$ cat src/rtl/lsu_pkg.sv
// Shared definitions for the load/store unit: funct3 encodings, FSM states and
// access-size decoding.
package lsu_pkg;

    localparam logic [2:0] F3_B  = 3'b000;
    localparam logic [2:0] F3_H  = 3'b001;
    localparam logic [2:0] F3_W  = 3'b010;
    localparam logic [2:0] F3_BU = 3'b100;
    localparam logic [2:0] F3_HU = 3'b101;

    typedef enum logic [1:0] {StIdle, StBusy, StDone} state_e;

    typedef enum logic [1:0] {SzByte, SzHalf, SzWord} size_e;

    // Anything outside the legal encodings for the access type is a word access.
    function automatic size_e decode_size(input logic [2:0] funct3, input logic store);
        size_e size;
        size = SzWord;
        if (store) begin
            if (funct3 == F3_B) size = SzByte;
            else if (funct3 == F3_H) size = SzHalf;
        end else begin
            if (funct3 == F3_B || funct3 == F3_BU) size = SzByte;
            else if (funct3 == F3_H || funct3 == F3_HU) size = SzHalf;
        end
        return size;
    endfunction

endpackage

$ cat src/rtl/lsu_align.sv
// Byte-lane steering, byte enables, misalignment detection and load extension
// for a single 32-bit data-memory access.
module lsu_align
    import lsu_pkg::*;
(
    input  logic [1:0]  addr_lo,
    input  logic [2:0]  funct3,
    input  logic        store,
    input  logic [31:0] wdata,
    input  logic [31:0] rdata,
    output logic [31:0] wdata_lane,
    output logic [3:0]  be,
    output logic        misaligned,
    output logic [31:0] rdata_ext
);

    size_e       size;
    logic [7:0]  byte_lane;
    logic [15:0] half_lane;
    logic        sign_ext;

    assign size      = decode_size(funct3, store);
    assign byte_lane = 8'(rdata >> {addr_lo, 3'b000});
    assign half_lane = addr_lo[1] ? rdata[31:16] : rdata[15:0];
    // lb/lh have funct3[2] clear, lbu/lhu have it set.
    assign sign_ext  = ~funct3[2];

    always_comb begin
        wdata_lane = wdata;
        be         = 4'b1111;
        misaligned = 1'b0;
        rdata_ext  = rdata;
        unique case (size)
            SzByte: begin
                wdata_lane = {4{wdata[7:0]}};
                be         = 4'b0001 << addr_lo;
                rdata_ext  = {{24{sign_ext & byte_lane[7]}}, byte_lane};
            end
            SzHalf: begin
                wdata_lane = {2{wdata[15:0]}};
                be         = 4'b0011 << addr_lo;
                misaligned = addr_lo[0];
                rdata_ext  = {{16{sign_ext & half_lane[15]}}, half_lane};
            end
            default: begin
                misaligned = (addr_lo != 2'b00);
            end
        endcase
    end

endmodule

$ cat src/rtl/lsu.sv
// MEM-stage load/store unit: one single-beat bus transaction per request, stalling
// the pipeline until the access completes, errors out, or is rejected as misaligned.
module lsu
    import lsu_pkg::*;
#(
    parameter int unsigned TIMEOUT = 255
) (
    input  logic        clk_i,
    input  logic        rst_i,
    input  logic [31:0] addr_i,
    input  logic [31:0] wdata_i,
    input  logic        load_i,
    input  logic        store_i,
    input  logic [2:0]  funct3_i,
    output logic        stall_o,
    output logic [31:0] rdata_o,
    output logic        rdata_valid_o,
    output logic        misaligned_o,
    output logic        bus_err_o,
    output logic        mem_req_o,
    output logic        mem_we_o,
    output logic [31:0] mem_addr_o,
    output logic [31:0] mem_wdata_o,
    output logic [3:0]  mem_be_o,
    input  logic [31:0] mem_rdata_i,
    input  logic        mem_ack_i
);

    localparam int unsigned   CntW    = $clog2(TIMEOUT + 1);
    localparam logic [CntW-1:0] CntLast = CntW'(TIMEOUT - 1);

    state_e          state_q, state_d;
    logic [CntW-1:0] cnt_q, cnt_d;
    logic [1:0]      addr_lo_q;
    logic [2:0]      funct3_q;

    logic        mem_req_q, mem_we_q;
    logic [31:0] mem_addr_q, mem_wdata_q, rdata_q;
    logic [3:0]  mem_be_q;
    logic        rdata_valid_q, misaligned_q, bus_err_q;

    logic        idle, busy, req, start;
    logic        ack_done, timed_out;
    logic [1:0]  sel_addr_lo;
    logic [2:0]  sel_funct3;
    logic        sel_store;
    logic [31:0] al_wdata, al_rdata;
    logic [3:0]  al_be;
    logic        al_misaligned;

    assign idle = (state_q == StIdle);
    assign busy = (state_q == StBusy);
    assign req  = load_i | store_i;

    // One aligner serves both paths: live request fields while idle for steering,
    // latched fields while busy for extracting the returned data.
    assign sel_addr_lo = idle ? addr_i[1:0] : addr_lo_q;
    assign sel_funct3  = idle ? funct3_i : funct3_q;
    assign sel_store   = idle ? store_i : mem_we_q;

    lsu_align u_align (
        .addr_lo    (sel_addr_lo),
        .funct3     (sel_funct3),
        .store      (sel_store),
        .wdata      (wdata_i),
        .rdata      (mem_rdata_i),
        .wdata_lane (al_wdata),
        .be         (al_be),
        .misaligned (al_misaligned),
        .rdata_ext  (al_rdata)
    );

    assign start     = idle & req & ~al_misaligned;
    assign ack_done  = busy & mem_ack_i;
    assign timed_out = busy & ~mem_ack_i & (cnt_q == CntLast);

    always_comb begin
        state_d = state_q;
        cnt_d   = cnt_q;
        unique case (state_q)
            StIdle: begin
                if (req) begin
                    state_d = al_misaligned ? StDone : StBusy;
                    cnt_d   = '0;
                end
            end
            StBusy: begin
                if (mem_ack_i || cnt_q == CntLast) state_d = StDone;
                else cnt_d = cnt_q + 1'b1;
            end
            StDone:  state_d = StIdle;
            default: state_d = StIdle;
        endcase
    end

    always_ff @(posedge clk_i or posedge rst_i) begin
        if (rst_i) begin
            state_q <= StIdle;
            cnt_q   <= '0;
        end else begin
            state_q <= state_d;
            cnt_q   <= cnt_d;
        end
    end

    always_ff @(posedge clk_i or posedge rst_i) begin
        if (rst_i) begin
            mem_req_q     <= 1'b0;
            mem_we_q      <= 1'b0;
            mem_addr_q    <= '0;
            mem_wdata_q   <= '0;
            mem_be_q      <= '0;
            addr_lo_q     <= '0;
            funct3_q      <= '0;
            rdata_q       <= '0;
            rdata_valid_q <= 1'b0;
            misaligned_q  <= 1'b0;
            bus_err_q     <= 1'b0;
        end else begin
            mem_req_q     <= (state_d == StBusy);
            rdata_valid_q <= ack_done & ~mem_we_q;
            misaligned_q  <= idle & req & al_misaligned;
            bus_err_q     <= timed_out;
            if (start) begin
                mem_we_q    <= store_i;
                mem_addr_q  <= {addr_i[31:2], 2'b00};
                mem_wdata_q <= al_wdata;
                mem_be_q    <= al_be;
                addr_lo_q   <= addr_i[1:0];
                funct3_q    <= funct3_i;
            end
            if (ack_done && !mem_we_q) rdata_q <= al_rdata;
            else if (timed_out) rdata_q <= '0;
        end
    end

    assign stall_o       = (idle & req) | busy;
    assign mem_req_o     = mem_req_q;
    assign mem_we_o      = mem_we_q;
    assign mem_addr_o    = mem_addr_q;
    assign mem_wdata_o   = mem_wdata_q;
    assign mem_be_o      = mem_be_q;
    assign rdata_o       = rdata_q;
    assign rdata_valid_o = rdata_valid_q;
    assign misaligned_o  = misaligned_q;
    assign bus_err_o     = bus_err_q;

endmodule

$ cat config.mk
export PLATFORM = sky130hd
export DESIGN_NAME = lsu
export DESIGN_NICKNAME = d
export VERILOG_FILES = /design/src/rtl/lsu_pkg.sv /design/src/rtl/lsu_align.sv /design/src/rtl/lsu.sv
export SDC_FILE = /design/constraint.sdc
export NUM_CORES = 1
export LEC_CHECK = 0
export CORE_MARGIN = 1.5
export CORE_UTILIZATION = 46
export DETAILED_ROUTE_END_ITERATION = 10
export GPL_TIMING_DRIVEN = 0
export PLACE_DENSITY_LB_ADDON = 0.2
export RECOVER_POWER = 50
export SYNTH_ARGS = -nofsm -noshare
export SYNTH_HDL_FRONTEND = slang
export SYNTH_HIERARCHICAL = 1
export SYNTH_SLANG_ARGS = --single-unit
$ cat constraint.sdc
create_clock -name clk_i -period 5.85 [get_ports clk_i]
set_clock_uncertainty 0.15 [all_clocks]
set_input_delay 0.585 -clock clk_i [delete_from_list [all_inputs] [get_ports clk_i]]
set_output_delay 0.585 -clock clk_i [all_outputs]
set_load 0.05 [all_outputs]
After elaboration in Yosys (flattened, before gate mapping)
Index checks and enable logic that the tools add are counted.
{"block": "totals", "reg_bits": 118, "in_bits": 104, "output_inout_bits": 106, "word_cells": 75}
{"block": "op_classes", "addsub": 1, "eq_ne": 9, "shifts": 3, "n_mux": 22, "bitwise": 15, "n_reduce_logical": 12}
{"op": "$pmux W32 S2", "count": 2}
{"op": "$mux W32", "count": 2}
{"op": "$shr A32 B5 Y8", "count": 1}
{"op": "$mux W2", "count": 9}
{"op": "$mux W16", "count": 1}
{"op": "$mux W8", "count": 2}
{"op": "$pmux W8 S2", "count": 1}
{"op": "$and A1 B1 Y1", "count": 9}
{"op": "$add A8 B1 Y8 const B", "count": 1}
{"op": "$eq A8 B8 Y1 const B", "count": 1}
{"op": "$pmux W4 S2", "count": 1}
{"op": "$eq A2 B1 Y1 const B", "count": 3}
{"op": "$eq A3 B3 Y1 const B", "count": 2}
{"op": "$reduce_bool A2 Y1", "count": 3}
{"op": "$logic_not A2 Y1", "count": 2}
{"op": "$not A1 Y1", "count": 4}
{"op": "$pmux W2 S2", "count": 1}
{"op": "$shl A1 B2 Y4 const A", "count": 1}
{"op": "$shl A2 B2 Y4 const A", "count": 1}
{"op": "$eq A3 B1 Y1 const B", "count": 1}
{"op": "$logic_not A3 Y1", "count": 1}
{"op": "$logic_or A1 B1 Y1", "count": 3}
{"op": "$mux W3", "count": 1}
{"op": "$reduce_and A3 Y1", "count": 1}
{"op": "7 further kinds", "count": 8}

Logic depth before layout (Yosys ltp)
{"block": "depth", "ltp_word": 13, "depth_mapped": 10, "mapped_depth_nobuf": 8}

By module
Netlist, hierarchy kept.
{"mod": "lsu", "n_inst": 1, "cells_each": 304, "area_each_um2": 4677.0, "seq_area_each_um2": 2952.8}
{"mod": "lsu_align", "n_inst": 1, "cells_each": 201, "area_each_um2": 1338.8, "seq_area_each_um2": 0.0}

Worst setup path before layout
No wires, ideal clock.
{"block": "synth_path", "path_kind": "register to register", "start": "register state_q[1]", "end": "register mem_wdata_q[21] (netlist: mem_wdata_o[21])", "setup_ps": 125, "arrival_ps": 2587, "t_required_ps": 5575, "path_slack_ps": 2988, "path_stages_with_launch": 11, "n_path_buf": 3, "synth_period_minus_slack_ps": 2862, "path_cell_list": "dfrtp_1 > nor2_4 > mux2_2 > a21o_1 > buf_2 > nor2_2 > buf_4 > nor2_1 > nor2_8 > buf_6 > mux2_2"}
{"block": "synth_between", "elab_chain_cells": 11, "word_cells_on_any_way": 23, "classes_between": "eq/ne (4); mux (10); bitwise (3); reduce/logical (6)"}
{"item": "start: declaration", "line_no": "lsu.sv:32", "rtl": "state_e state_q, state_d;"}
{"item": "start signal: assignment", "line_no": "lsu.sv:98", "rtl": "state_q <= StIdle;"}
{"item": "start signal: assignment", "line_no": "lsu.sv:101", "rtl": "state_q <= state_d;"}
{"item": "$logic_not A2 Y1 (*)", "line_no": "lsu.sv:51", "rtl": "assign idle = (state_q == StIdle);"}
{"item": "$mux W3 (*)", "line_no": "lsu.sv:58", "rtl": "assign sel_funct3 = idle ? funct3_i : funct3_q;"}
{"item": "via sel_funct3[2]", "line_no": "lsu.sv:45", "rtl": "logic [2:0] sel_funct3;"}
{"item": "$eq A3 B1 Y1 or $eq A3 B3 Y1 (tied branches)", "line_no": "lsu_pkg.sv:21, lsu_pkg.sv:24"}
{"item": "$logic_or A1 B1 Y1", "line_no": "lsu_pkg.sv:24", "rtl": "else if (funct3 == F3_H || funct3 == F3_HU) size = SzHalf;"}
{"item": "$mux W2", "line_no": "lsu_pkg.sv:24"}
{"item": "$mux W2", "line_no": "lsu_pkg.sv:23", "rtl": "if (funct3 == F3_B || funct3 == F3_BU) size = SzByte;"}
{"item": "$mux W2 (*)", "line_no": "lsu_pkg.sv:19", "rtl": "if (store) begin"}
{"item": "$eq A2 B1 Y1 or $logic_not A2 Y1 (tied branches)", "line_no": "lsu_align.sv:33", "rtl": "unique case (size)"}
{"item": "$pmux W1 S2 (*)", "line_no": "lsu_align.sv:33"}
{"item": "via al_misaligned", "line_no": "lsu.sv:49", "rtl": "logic al_misaligned;"}
{"item": "$not A1 Y1 (*)", "line_no": "lsu.sv:73", "rtl": "assign start = idle & req & ~al_misaligned;"}
{"item": "$and A1 B1 Y1 (*)", "line_no": "lsu.sv:73"}
{"item": "end signal: assignment", "line_no": "lsu.sv:127", "rtl": "mem_wdata_q <= al_wdata;"}
{"item": "end: declaration", "line_no": "lsu.sv:38", "rtl": "logic [31:0] mem_addr_q, mem_wdata_q, rdata_q;"}
The timed path passes the listed nets; every way through them passes the cells marked *.
A chain may end at the register's enable or synchronous reset.

==> summary.md <==
| Metric | Value |
|---|---|
| WP data arrival | approximately 3800 ps |
| Die Area | 13800 um^2 |
| Failing checks | max-capacitance violations, max-slew violations |
| Syn avg cell area | roughly 12 um^2 |
| Core ar. | 12700 um^2 |
| Met3 WL | 1640 um |
| Pin slew with the least headroom to its limit | about 1900 ps |
| Most common cell after layout, fill and taps aside | clkdlybuf4s50_1 |
| Post-place instance area | ~8300 um^2 |
| Filler instances | ~960 |
| CTS root buf | clkbuf_16 |
| Design area | between 8000 and 9000 um^2 |
| Antenna-violating nets left | 0 |
| Crit path required time | approximately 6000 ps |
| CTS tree | done |
| R2R depth | 10 |
| Flop pwr share | about 22% |
| Die width | approximately 120 um |
| Leakage dissipation | around 0.0039 uW |
| PwrDens | just over 700 nW/um^2 |
| Hold path start | mem_wdata_o[22] |
| CTS buffer count | 17 |
| Wire length on met2 | about 9000 um |
| N_diodes | 0 |
| Drc violations | 0 |
| Combinational share of power | between 60% and 70% |
| Worst r2r src | state_q[0] |
| Worst hold path class | reg2reg |
| Largest net degree at the start of global routing | 76 |
| Via/cell ratio | between 5 and 6 |
| Vias in the first global route | 5556 |
| First-pass GRT wire length | around 29000 um |
| Layout cell share with drive strength beyond 1 | around 21% |
| F_max | about 270 MHz |
| Syn Inst Count | slightly above 500 |
| WS Path Type | in2async |
| Worst R2R End | mem_wdata_o[16] |
| Final Hold Viols | 0 |
| Max Used Layer | met4 |
| WHS Endpoint | mem_wdata_o[22] |
| Asr flop ratio synth | 100% |
| Setup-failing EPs final | 0 |
| Final Wtd Congestion | 0.877 |
| H-tree depth | 4 |
| Top-level port count | 210 |
| Top_reg_cell synth | dfrtp_1 |
| Flip-flop and latch count after synthesis | approximately 120 |
| Initial antenna violation count | 0 |
| Nets | 839 |
| IO buf count | about 210 |
| Overall routing resource usage | around a quarter |
| Iteration-0 DRC Markers | about 260 |
| Yosys warning total | 6 |
| P_int | around 3400 uW |
| Most frequent cells in the layout | clkdlybuf4s50_1 (163), dfrtp_1 (118), mux2_2 (72), nand2_1 (55), dlygate4sd3_1 (44) |
| Post_cts resized | 0 |
| Routed via count | about 5100 |
| CP Launch Type | input port |
| Clock period minus final worst setup slack | 3770 ps |
| Cell Rows | just over 40 |
| Met1 WL | ~7000 um |
| Chip height | 117 um |
| CP endpoint kind | asynchronous set/reset pin |
| First-pass DRT Iterations | 5 |
| Status | finished, violations left |
| Hold-critical path depth | 1 |
| R2R setup slack | ~2500 ps |
| Post-route core utilization | 70.5% |
| Post CTS Setup Buffer Count | 0 |
| CTS clk-pin slew, worst paths | about 50 ps |
| Period Utilization, post-route | roughly 64% |
| Maxcap violations | 2 |
| Netlist cell types | 50 |
| Placed cells | 886 |
| Final wirelength | ~18000 um |
| Setup_tns | 0 ps |
| CTS Hold Bufs | 0 |
| Detailed placement HPWL | 13000 um |
| Slew Limit Headroom | -26.2% |
| Starting density of the core | 47.5% |
| Mapped Area | about 6000 um^2 |
| Unrepaired setup endpoints after global routing | no |
| Area grow syn2layout | 48.4% |
| Slew Limit Fails | roughly 120 |
| Total congestion overflow | 0 |
| Peak VDD IR | ~0.40 mV |
| Switching pwr | 3000 uW |
| Sequential area share after synthesis | between 40% and 50% |
| Clk pwr share | approximately 17% |
| EDFF count, synth | 0 |
| Sw Ratio | between 40 and 50% |
| WL per Instance | about 20 um |
| Crit path max fanout | between 70 and 80 |
| Clock Sinks | about 120 |
| Max Buffers Root-to-Sink | 2 |
| Worst skew pair latency | 410 ps |
| Filler-free cell count of the finished design | 918 |
flip-flops by register name, indices dropped and copies added, names as in the netlist, 2 cells and up:
| name | flops |
|---|---|
| mem_be_o | 4 |
| addr_lo_q | 2 |
| funct3_q | 3 |
| state_q | 2 |
| mem_wdata_o | 32 |
| rdata_o | 32 |
| mem_addr_o | 30 |
| cnt_q | 8 |
worst max path at each step:
stage,start,end,slack [ps]
6_report,rst_i,funct3_q[2],2080
5_1_grt,rst_i,rdata_o[17],1360
4_1_cts,state_q[1],mem_wdata_o[16],2420
3_5_place_dp,store_i,mem_be_o[3],2170
3_3_place_gp,rst_i,rdata_o[17],410
2_1_floorplan,rst_i,addr_lo_q[0],1990
metal layers:
metal	up-vias	track usage [%]
met5	-	0
li1	2300	-
met4	0	9.34
met2	252	45.8
met1	2496	30.9
met3	36	9.19
synthesized netlist by cell type (3+ instances only):
cell / number / share of area (%)
buf_4: 11 / 1.4
dfrtp_1: 118 / 49
and3_1: 8 / 0.83
clkbuf_1: 8 / 0.50
o211ai_1: 3 / 0.37
mux4_1: 4 / 1.7
mux2_2: 72 / 13
a21o_1: 4 / 0.50
mux2_1: 21 / 3.9
nor3_1: 9 / 0.75
mux4_2: 4 / 1.5
nand2_1: 55 / 3.4
nor2_1: 21 / 1.3
a21oi_1: 3 / 0.25
o31ai_1: 3 / 0.37
o21ai_0: 35 / 2.9
buf_6: 12 / 2.2
buf_2: 12 / 1.0
inv_1: 6 / 0.37
a22o_1: 32 / 4.7
nand3_1: 7 / 0.58
mux2i_1: 10 / 1.7
a221o_1: 8 / 1.3
nor4_1: 8 / 0.83
nand2b_1: 3 / 0.31
final cells by class:
type / instances / area (um^2) / area share [%]
inverter: 6 / 23.8 / 0.266
clock buffer: 20 / 457 / 5.12
clock inverter: 12 / 175 / 1.96
tap: 172 / 215 / 2.41
multi-input combinational: 338 / 2720 / 30.5
timing repair buffer: 208 / 2080 / 23.3
buffer: 44 / 303 / 3.39
sequential: 118 / 2950 / 33.1
critical path, stage by stage:
cell and delay (ps):
dlygate4sd3_1 550, clkinvlp_2 1080, clkbuf_2 1490
stage by stage:
stage	power (uW)	hold slack (ps)	setup WS (ps)
after floorplan	4100	304	1990
after global placement	5260	316	409
after detailed placement	5340	325	2170
after CTS	6490	337	2420
after global routing	6700	346	1360
final	6400	330	2080
power by group through the flow:
stage	sequential [uW]	clock, uW	combinational, uW
detailed placement	1430	0	3910
CTS	1430	1130	3940
global route	1470	1160	4070
global placement	1410	0	3850
floorplan	2610	0	1490
finish	1420	1110	3870
logic make-up (layout without fill, tap and decap cells):
family / after synthesis / in the layout / synth area share, %
other cells: 1 / 2 / 0.0623
fa+ha+maj: 2 / 2 / 0.416
compound gates: 101 / 101 / 12.6
buf+inv: 50 / 290 / 5.55
mux: 111 / 111 / 22.3
simple gates: 122 / 122 / 9.96
flops: 118 / 118 / 49.1
Power figures use the tool's default switching activity.
